**src/rtl/mem_ctrl_pkg.sv**
```systemverilog
// Shared encodings and helpers for the byte-serial memory controller.
// Latency: none (pure definitions). Backpressure: not applicable.
// Holds the length codes, FSM encoding, the I/O address field and the load-extension helper.
package mem_ctrl_pkg;

    typedef logic [1:0] len_t;

    localparam len_t LEN_BYTE = 2'b00;
    localparam len_t LEN_HALF = 2'b01;
    localparam len_t LEN_WORD = 2'b10;

    // Address bits [17:16] equal to this value select the buffered I/O window.
    localparam logic [1:0] IO_FIELD = 2'b11;

    typedef enum logic [2:0] {
        ST_IDLE,
        ST_ACCEPT,
        ST_RD,
        ST_RD_TAIL,
        ST_WR,
        ST_DONE
    } state_t;

    // Index of the final byte of an access: 0, 1 or 3 (code 11 behaves as a word).
    function automatic logic [1:0] last_idx(input len_t len);
        case (len)
            LEN_BYTE: return 2'd0;
            LEN_HALF: return 2'd1;
            default:  return 2'd3;
        endcase
    endfunction

    function automatic logic [31:0] extend(input logic [31:0] raw, input len_t len, input logic sgn);
        case (len)
            LEN_BYTE: return {{24{sgn & raw[7]}}, raw[7:0]};
            LEN_HALF: return {{16{sgn & raw[15]}}, raw[15:0]};
            default:  return raw;
        endcase
    endfunction

endpackage

```
**src/rtl/mem_ctrl_if.sv**
```systemverilog
// Fetch, data-access and RAM signals of the memory controller.
// Latency: none (wiring only). Backpressure: carried by if_stall_o and io_full_i.
// The controller connects through the slave modport, its environment through master.
interface mem_ctrl_if;
    import mem_ctrl_pkg::*;

    logic        if_req_i;
    logic [31:0] if_addr_i;
    logic        if_stall_o;

    logic        mem_req_i;
    logic        mem_we_i;
    len_t        mem_len_i;
    logic        mem_sign_i;
    logic [31:0] mem_addr_i;
    logic [31:0] mem_wdata_i;
    logic [31:0] mem_rdata_o;
    logic        mem_done_o;

    logic [31:0] ram_addr_o;
    logic        ram_wr_o;
    logic [7:0]  ram_data_o;
    logic [7:0]  ram_data_i;
    logic        io_full_i;

    modport slave (
        input  if_req_i, if_addr_i, mem_req_i, mem_we_i, mem_len_i, mem_sign_i,
               mem_addr_i, mem_wdata_i, ram_data_i, io_full_i,
        output if_stall_o, mem_rdata_o, mem_done_o, ram_addr_o, ram_wr_o, ram_data_o
    );

    modport master (
        output if_req_i, if_addr_i, mem_req_i, mem_we_i, mem_len_i, mem_sign_i,
               mem_addr_i, mem_wdata_i, ram_data_i, io_full_i,
        input  if_stall_o, mem_rdata_o, mem_done_o, ram_addr_o, ram_wr_o, ram_data_o
    );

endinterface

```
**src/rtl/mem_ctrl.sv**
```systemverilog
// Shares one byte-wide RAM between instruction fetch and byte/half/word data accesses.
// Latency: load done in cycle n+2, store done in cycle n+1 after the request cycle.
// Backpressure: fetch stalled while a data access is active; MEM_CTRL_IO_EN holds I/O stores on io_full_i.
module mem_ctrl
    import mem_ctrl_pkg::*;
(
    input  logic       clk,
    input  logic       rst,
    mem_ctrl_if.slave  bus
);

    state_t      state, state_nxt;
    logic [1:0]  cnt, cnt_nxt;
    logic [31:0] addr_q, wdata_q, rbuf, rdata_q, merged, cur_addr;
    len_t        len_q;
    logic        sign_q, we_q, io_block;
    logic [1:0]  last_q;

    assign last_q   = last_idx(len_q);
    assign cur_addr = addr_q + {30'd0, cnt};

    // The fetch port never changes controller behaviour; the RAM address mux ignores if_req_i.
    logic unused_if;
    assign unused_if = bus.if_req_i;

`ifdef MEM_CTRL_IO_EN
    assign io_block = (cur_addr[17:16] == IO_FIELD) && bus.io_full_i;
`else
    logic unused_io;
    assign unused_io = bus.io_full_i;
    assign io_block  = 1'b0;
`endif

    always_ff @(posedge clk) begin
        if (rst) state <= ST_IDLE;
        else     state <= state_nxt;
    end

    // Acceptance is decided in the IDLE cycle, so byte 0 issues on the very next cycle.
    always_comb begin
        state_nxt      = state;
        cnt_nxt        = cnt;
        bus.if_stall_o = 1'b1;
        bus.mem_done_o = 1'b0;
        bus.ram_addr_o = bus.if_addr_i;
        bus.ram_wr_o   = 1'b0;
        bus.ram_data_o = 8'h00;
        case (state)
            ST_IDLE: begin
                bus.if_stall_o = bus.mem_req_i;
                if (bus.mem_req_i) begin
                    state_nxt = bus.mem_we_i ? ST_WR : ST_RD;
                    cnt_nxt   = 2'd0;
                end
            end
            ST_ACCEPT: state_nxt = we_q ? ST_WR : ST_RD;
            ST_RD: begin
                bus.ram_addr_o = cur_addr;
                if (cnt == last_q) state_nxt = ST_RD_TAIL;
                else               cnt_nxt   = cnt + 2'd1;
            end
            ST_RD_TAIL: state_nxt = ST_DONE;
            ST_WR: begin
                bus.ram_addr_o = cur_addr;
                bus.ram_data_o = wdata_q[{cnt, 3'b000} +: 8];
                if (!io_block) begin
                    bus.ram_wr_o = 1'b1;
                    if (cnt == last_q) state_nxt = ST_DONE;
                    else               cnt_nxt   = cnt + 2'd1;
                end
            end
            ST_DONE: begin
                bus.mem_done_o = 1'b1;
                state_nxt      = ST_IDLE;
            end
            default: state_nxt = ST_IDLE;
        endcase
    end

    // The last byte arrives during RD_TAIL and is merged straight into the result.
    always_comb begin
        merged = rbuf;
        merged[{last_q, 3'b000} +: 8] = bus.ram_data_i;
    end

    always_ff @(posedge clk) begin
        if (rst) begin
            cnt     <= 2'd0;
            addr_q  <= 32'd0;
            wdata_q <= 32'd0;
            len_q   <= LEN_BYTE;
            sign_q  <= 1'b0;
            we_q    <= 1'b0;
            rbuf    <= 32'd0;
            rdata_q <= 32'd0;
        end else begin
            cnt <= cnt_nxt;
            if (state == ST_IDLE && bus.mem_req_i) begin
                addr_q  <= bus.mem_addr_i;
                wdata_q <= bus.mem_wdata_i;
                len_q   <= bus.mem_len_i;
                sign_q  <= bus.mem_sign_i;
                we_q    <= bus.mem_we_i;
            end
            if (state == ST_RD && cnt != 2'd0)
                rbuf[{cnt - 2'd1, 3'b000} +: 8] <= bus.ram_data_i;
            if (state == ST_RD_TAIL)
                rdata_q <= extend(merged, len_q, sign_q);
        end
    end

    assign bus.mem_rdata_o = rdata_q;

endmodule

```
**src/flat_wrapper.sv**
```systemverilog
// flat-port wrapper written by rule: the top's interface ports become plain ports
module mem_ctrl_flat import mem_ctrl_pkg::*;
  (clk, rst, bus_if_req_i, bus_if_addr_i, bus_mem_req_i, bus_mem_we_i, bus_mem_len_i, bus_mem_sign_i, bus_mem_addr_i, bus_mem_wdata_i, bus_ram_data_i, bus_io_full_i, bus_if_stall_o, bus_mem_rdata_o, bus_mem_done_o, bus_ram_addr_o, bus_ram_wr_o, bus_ram_data_o);
  mem_ctrl_if bus_i ();
  input  logic clk;
  input  logic rst;
  input wire logic [$bits(bus_i.if_req_i)-1:0] bus_if_req_i;
  input wire logic [$bits(bus_i.if_addr_i)-1:0] bus_if_addr_i;
  input wire logic [$bits(bus_i.mem_req_i)-1:0] bus_mem_req_i;
  input wire logic [$bits(bus_i.mem_we_i)-1:0] bus_mem_we_i;
  input wire logic [$bits(bus_i.mem_len_i)-1:0] bus_mem_len_i;
  input wire logic [$bits(bus_i.mem_sign_i)-1:0] bus_mem_sign_i;
  input wire logic [$bits(bus_i.mem_addr_i)-1:0] bus_mem_addr_i;
  input wire logic [$bits(bus_i.mem_wdata_i)-1:0] bus_mem_wdata_i;
  input wire logic [$bits(bus_i.ram_data_i)-1:0] bus_ram_data_i;
  input wire logic [$bits(bus_i.io_full_i)-1:0] bus_io_full_i;
  output wire logic [$bits(bus_i.if_stall_o)-1:0] bus_if_stall_o;
  output wire logic [$bits(bus_i.mem_rdata_o)-1:0] bus_mem_rdata_o;
  output wire logic [$bits(bus_i.mem_done_o)-1:0] bus_mem_done_o;
  output wire logic [$bits(bus_i.ram_addr_o)-1:0] bus_ram_addr_o;
  output wire logic [$bits(bus_i.ram_wr_o)-1:0] bus_ram_wr_o;
  output wire logic [$bits(bus_i.ram_data_o)-1:0] bus_ram_data_o;
  assign bus_i.if_req_i = bus_if_req_i;
  assign bus_i.if_addr_i = bus_if_addr_i;
  assign bus_i.mem_req_i = bus_mem_req_i;
  assign bus_i.mem_we_i = bus_mem_we_i;
  assign bus_i.mem_len_i = bus_mem_len_i;
  assign bus_i.mem_sign_i = bus_mem_sign_i;
  assign bus_i.mem_addr_i = bus_mem_addr_i;
  assign bus_i.mem_wdata_i = bus_mem_wdata_i;
  assign bus_i.ram_data_i = bus_ram_data_i;
  assign bus_i.io_full_i = bus_io_full_i;
  assign bus_if_stall_o = bus_i.if_stall_o;
  assign bus_mem_rdata_o = bus_i.mem_rdata_o;
  assign bus_mem_done_o = bus_i.mem_done_o;
  assign bus_ram_addr_o = bus_i.ram_addr_o;
  assign bus_ram_wr_o = bus_i.ram_wr_o;
  assign bus_ram_data_o = bus_i.ram_data_o;
  mem_ctrl u_core (.clk(clk), .rst(rst), .bus(bus_i));
endmodule
```
**config.mk**
```make
export PLATFORM = sky130hd
export DESIGN_NAME = mem_ctrl_flat
export DESIGN_NICKNAME = d
export VERILOG_FILES = /design/src/rtl/mem_ctrl_pkg.sv /design/src/rtl/mem_ctrl_if.sv /design/src/rtl/mem_ctrl.sv /design/src/flat_wrapper.sv
export SDC_FILE = /design/constraint.sdc
export NUM_CORES = 1
export LEC_CHECK = 0
export ABC_AREA = 0
export CAP_MARGIN = 10
export CORE_ASPECT_RATIO = 1.2
export CORE_UTILIZATION = 51
export CTS_CLUSTER_SIZE = 20
export DETAILED_ROUTE_END_ITERATION = 16
export GPL_TIMING_DRIVEN = 0
export PLACE_DENSITY = 0.86
export SLEW_MARGIN = 10
export SYNTH_ARGS = -nofsm -noshare
export SYNTH_HDL_FRONTEND = slang
export SYNTH_SLANG_ARGS = --single-unit
```
**constraint.sdc**
```tcl
create_clock -name clk -period 6.95 [get_ports clk]
set_input_delay 1.39 -clock clk [delete_from_list [all_inputs] [get_ports clk]]
set_output_delay 1.39 -clock clk [all_outputs]
set_load 0.1 [all_outputs]
```
==> results.json, run 1 <==
{
  "critPathKind": "reg2out",
  "fin_crit_ns": 6.33,
  "synth_edf_count": 0,
  "critPathMaxFanout": 10,
  "num_io_pins": 188,
  "holdPathStages": 2,
  "wl_per_cell_um": 17.2,
  "critical_path.endpoint_type": "output pin",
  "required_ns": 5.56,
  "r2r_setup_slack_ns": 3.60,
  "gp_congestion": 0.889,
  "avgSynthCellArea_um2": 7.53,
  "cts_buffer_depth": 2,
  "holdBufCountCts": 0,
  "r2r_start": "u_core.cnt[1]$_SDFFE_PP0P_",
  "slowest_delay_ns": 1.16,
  "area_delta_synth_final_pct": 43.1,
  "critPathSlowestCell": "clkdlybuf4s50_1",
  "period_share": 0.911,
  "hold_end": "u_core.rbuf[6]$_SDFFE_PP0P_",
  "power_mw": 2.73,
  "hold_viol_final": 0,
  "cts_made_buffers": 17,
  "netlist_area_um2": 6240,
  "ys_seq_elements": 129,
  "drt-total-wl_um": 20600,
  "cts_root_buffer": "clkbuf_16",
  "die_w_um": 103,
  "n_antenna_cell": 0,
  "yosysTopAreaCellShare": 0.414,
  "hpwl_um": 14700,
  "status": "finished clean",
  "synth.distinct_cells": 41,
  "clk_latency_ns": 0.42,
  "first_pass_iters": 5,
  "cap_violations": 0,
  "cp_cell_sequence": "buf_1 -> inv_1 -> fa_1 -> nand4b_1 -> clkbuf_1 -> or4_1 -> a31oi_1 -> clkdlybuf4s50_1",
  "ys.flop_type": "dfxtp_1",
  "multi_input_area_um2": 3350,
  "crit_family": "buffers and inverters",
  "path_buf_inv": 4,
  "grt_pass1_vias": 6532,
  "max-slew-margin-rel": 0.314,
  "hold_slack_ns": 0.450,
  "cts_htree_levels": 4,
  "min_from": "u_core.rbuf[6]$_SDFFE_PP0P_",
  "groute.usage.overall": 0.329,
  "synth_top_cell_by_area": "dfxtp_1",
  "num_rows": 43,
  "hold_class": "reg2reg",
  "clkSinkCount": 129,
  "clock.fmax_ghz": 0.158,
  "n_fill_cell": 870,
  "r2r-end": "u_core.rbuf[22]$_SDFFE_PP0P_",
  "io_buffers": 184,
  "powerDensity_nw_per_um2": 306,
  "cts_resized": 0,
  "grt_first_pass_wirelength_um": 31700,
  "fin_nets": 1153,
  "grt.overflow.total": 0,
  "synth_area_leaders": "dfxtp_1 41%, nand2_1 12%, a21oi_1 9.2%",
  "dieArea_um2": 12700,
  "reg2reg_depth": 9,
  "cts_setup_buffers": 0,
  "drt_iter0_drc": 452,
  "seqCellArea_um2": 2580,
  "routed-via-count": 6931,
  "initial_core_util": 0.532,
  "synth_async_sr_flop_share": 0,
  "ant_nets": 0,
  "post-synth-top-count-cell": "nand2_1",
  "setup_tns_ns": 0,
  "peakVddDrop_mv": 0.205,
  "via_per_inst": 5.77,
  "path_clk_slew_ns": 0.06,
  "antenna_found_initial": 0,
  "drive_above_1_share": 0.0441,
  "yosys_warnings": 0,
  "arrival_ns": 4.94,
  "tightest_slew_ns": 1.03,
  "drc": 0,
  "power_leakage_nw": 3.07,
  "setup_viol_count_final": 0,
  "rsz0062_at_grt": "no",
  "seq_area_frac_synth": 0.414,
  "cp-start-kind": "flip-flop",
  "syn_inst": 828,
  "yosys-top-cells-count": "207 x nand2_1, 129 x dfxtp_1, 115 x a21oi_1",
  "drv_slew": 0,
  "chipHeight_um": 123,
  "skew_ns": 0.00611,
  "core_um2": 11700,
  "synth_nets": 950,
  "grt_max_degree": 17,
  "cts_tree": "built"
}
-- state kept, by name (all words and copies together), names as in the netlist, 2 cells and up --
name                    cells
u_core.cnt                  2
u_core.addr_q              32
u_core.rbuf                24
u_core.len_q                2
u_core.state                3
u_core.wdata_q             32
u_core.bus.mem_rdata_o     32
-- layer usage --
metal | global-route usage | vias up | part of all wire
li1 | - | 3295 | -
met1 | 0.372 | 3189 | 0.37
met2 | 0.571 | 365 | 0.50
met3 | 0.0786 | 82 | 0.089
met4 | 0.168 | 0 | 0.043
met5 | 0 | - | 0
-- report_power, final --
part / total (mW) / leakage [nW] / internal [mW] / switching (mW)
Sequential: 0.839 / 1.05 / 0.791 / 0.0475
Clock: 0.981 / 0.316 / 0.645 / 0.337
Combinational: 0.910 / 1.71 / 0.244 / 0.666
Total: 2.73 / 3.07 / 1.68 / 1.05
-- how the worst max path moves through the flow --
stage,startpoint,endpoint,cells after the start
after detailed placement,u_core.cnt[1]$_SDFFE_PP0P_,bus_ram_addr_o[20],8
after global routing,u_core.cnt[1]$_SDFFE_PP0P_,bus_ram_addr_o[12],9
after global placement,u_core.cnt[1]$_SDFFE_PP0P_,bus_ram_addr_o[20],8
after floorplan,u_core.cnt[1]$_SDFFE_PP0P_,bus_ram_addr_o[14],8
after CTS,u_core.cnt[1]$_SDFFE_PP0P_,bus_ram_addr_o[20],8
final,u_core.cnt[1]$_SDFFE_PP0P_,bus_ram_addr_o[20],8
-- logic make-up after synthesis --
logic type | Yosys count | share of synthesized area
adder cells (fa/ha/maj) | 9 | 0.0193
AND/OR/NAND/NOR | 383 | 0.280
buffers and inverters | 78 | 0.0485
flip-flops | 129 | 0.414
multiplexers | 8 | 0.0289
AO/OA/AOI/OAI | 208 | 0.191
XOR/XNOR | 13 | 0.0183
-- cells in the final DEF (no fill, tap or decap), types with 2 or more instances in the layout --
master / n
a311oi_1: 8
nand2b_1: 10
clkbuf_1: 57
nor2_1: 59
a31o_2: 2
a21o_1: 2
clkinv_4: 2
a31oi_1: 19
nand3_1: 8
clkdlybuf4s50_1: 184
bufinv_16: 5
nor3_1: 20
xnor2_1: 5
or3_1: 22
nor4_1: 2
a22oi_1: 7
buf_1: 4
o21ai_0: 29
a21oi_1: 115
a211oi_1: 7
ha_1: 8
xor2_1: 8
inv_1: 14
clkinvlp_4: 2
o31ai_1: 13
and4_1: 3
or4_1: 16
clkinv_2: 4
and3_1: 3
buf_2: 2
dfxtp_1: 129
and2_1: 9
nand4_1: 17
clkbuf_16: 17
nand2_1: 207
o211ai_1: 4
mux4_2: 8
nor2b_1: 2
-- area by class of cell --
type / instances / area share
Tap cell: 157 / 0.0220
Clock buffer: 18 / 0.0492
Sequential cell: 129 / 0.289
Multi-Input combinational cell: 621 / 0.376
Timing Repair Buffer: 184 / 0.206
Clock inverter: 14 / 0.0237
Inverter: 14 / 0.00589
Buffer: 64 / 0.0280
-- tightest hold or removal path: cells and delay by family (launching register included) --
family             cells  cell delay [ns]
and+or+nand+nor        1             0.05
AOI/OAI and AO/OA      1             0.05
DFF                    1             0.31
-- metrics by stage --
stage / utilization / instances / instance area (um2) / worst slack [ns]
3_5_place_dp: 0.706 / 1169 / 8280 / 1.18
5_1_grt: 0.761 / 1201 / 8930 / 0.386
2_1_floorplan: - / 828 / 6240 / 1.13
4_1_cts: 0.761 / 1201 / 8930 / 0.649
3_3_place_gp: 0.706 / 1169 / 8280 / 1.17
6_report: 0.761 / 1201 / 8930 / 0.621
Power figures use the tool's default switching activity.
==> inputs of run 2 (changes only) <==
CORE_UTILIZATION = 47   (was 51)
PLACE_DENSITY = 0.8   (was 0.86)
clock period = 6.5 ns   (was 6.95 ns; I/O delays follow)
==> results.json, run 2 (synthesized netlist as in run 1, its figures left out) <==
{
  "grt.overflow.total": 0,
  "hold_viol_final": 0,
  "seqCellArea_um2": 2580,
  "critical_path.endpoint_type": "output pin",
  "drive_above_1_share": 0.0441,
  "cts_setup_buffers": 0,
  "area_delta_synth_final_pct": 42.9,
  "antenna_found_initial": 0,
  "setup_viol_count_final": 0,
  "fin_nets": 1153,
  "powerDensity_nw_per_um2": 322,
  "initial_core_util": 0.488,
  "multi_input_area_um2": 3350,
  "r2r_setup_slack_ns": 3.19,
  "via_per_inst": 5.66,
  "chipHeight_um": 128,
  "max-slew-margin-rel": 0.309,
  "power_leakage_nw": 3.06,
  "n_antenna_cell": 0,
  "critPathSlowestCell": "clkdlybuf4s50_1",
  "path_buf_inv": 4,
  "cts_root_buffer": "clkbuf_16",
  "routed-via-count": 6832,
  "die_w_um": 107,
  "arrival_ns": 4.89,
  "cts_buffer_depth": 2,
  "cts_made_buffers": 17,
  "tightest_slew_ns": 1.03,
  "skew_ns": 0.00880,
  "path_clk_slew_ns": 0.06,
  "cp-start-kind": "flip-flop",
  "holdBufCountCts": 0,
  "drt-total-wl_um": 20200,
  "crit_family": "buffers and inverters",
  "n_fill_cell": 1064,
  "groute.usage.overall": 0.292,
  "hold_class": "reg2reg",
  "dieArea_um2": 13700,
  "critPathKind": "reg2out",
  "period_share": 0.952,
  "cts_tree": "built",
  "drt_iter0_drc": 509,
  "grt_pass1_vias": 6435,
  "final_common_cell": "nand2_1",
  "required_ns": 5.20,
  "io_buffers": 184,
  "first_pass_iters": 5,
  "hold_slack_ns": 0.447,
  "clkSinkCount": 129,
  "critPathMaxFanout": 10,
  "core_um2": 12800,
  "cap_violations": 0,
  "drc": 0,
  "ant_nets": 0,
  "wl_per_cell_um": 16.7,
  "num_io_pins": 188,
  "peakVddDrop_mv": 0.199,
  "clk_latency_ns": 0.42,
  "grt_max_degree": 17,
  "hpwl_um": 14800,
  "cts_resized": 0,
  "rsz0062_at_grt": "no",
  "status": "finished clean",
  "slowest_delay_ns": 1.16,
  "cp_cell_sequence": "buf_1 -> inv_1 -> fa_1 -> nand4b_1 -> clkbuf_1 -> or4_1 -> a31oi_1 -> clkdlybuf4s50_1",
  "final_cell_mix": "207 x nand2_1, 184 x clkdlybuf4s50_1, 129 x dfxtp_1, 115 x a21oi_1, 59 x nor2_1",
  "fin_crit_ns": 6.19,
  "clock.fmax_ghz": 0.162,
  "cts_htree_levels": 4,
  "num_rows": 45,
  "grt_first_pass_wirelength_um": 31300,
  "setup_tns_ns": 0,
  "drv_slew": 0,
  "gp_congestion": 0.902
}
==> run 2: power breakdown <==
part | total (mW) | switching (mW) | internal [mW]
sequential | 0.895 | 0.0490 | 0.846
clock | 1.00 | 0.371 | 0.631
combinational | 0.972 | 0.711 | 0.261
==> run 2: layout make-up <==
type                       count  area share
tap                          164      0.0230
sequential                   129       0.290
clock buffer                  19      0.0508
timing repair buffer         184       0.207
clock inverter                13      0.0198
buffer                        64      0.0281
inverter                      14     0.00590
multi-input combinational    621       0.376
==> run 2: path summary, 6_finish.rpt <==
check / from / end / cells past startpoint
worst max-delay path: u_core.cnt[1]$_SDFFE_PP0P_ / bus_ram_addr_o[30] / 8
worst max register to register: u_core.cnt[1]$_SDFFE_PP0P_ / u_core.rbuf[23]$_SDFFE_PP0P_ / 9
worst min-delay path: u_core.rbuf[3]$_SDFFE_PP0P_ / u_core.rbuf[3]$_SDFFE_PP0P_ / 2
worst min register to register: u_core.rbuf[3]$_SDFFE_PP0P_ / u_core.rbuf[3]$_SDFFE_PP0P_ / 2
==> run 2: layer usage <==
| metal | GRT usage | up-vias | share of wire |
|---|---|---|---|
| met5 | 0 | - | 0 |
| met3 | 0.0574 | 57 | 0.077 |
| li1 | - | 3309 | - |
| met1 | 0.336 | 3169 | 0.39 |
| met4 | 0.131 | 0 | 0.036 |
| met2 | 0.521 | 297 | 0.50 |
==> run 2: worst reg2reg max path: stages (launching register included) <==
cell and delay [ns]:
dfxtp_1 0.47, buf_1 0.54, inv_1 0.31, ha_1 0.26, nor4b_1 0.38, buf_2 0.31
nand2_1 0.18, clkbuf_1 0.25, or3_1 0.39, a21oi_1 0.15
==> run 2: metrics by stage <==
step,worst slack (ns),power (mW),std cells,utilization,instance area (um2)
floorplan,0.768,1.59,828,-,6240
global placement,0.748,1.87,1176,0.648,8280
detailed placement,0.733,1.88,1176,0.648,8280
CTS,0.306,2.87,1208,0.697,8910
global route,0.0605,2.97,1208,0.697,8910
finish,0.310,2.87,1208,0.697,8910
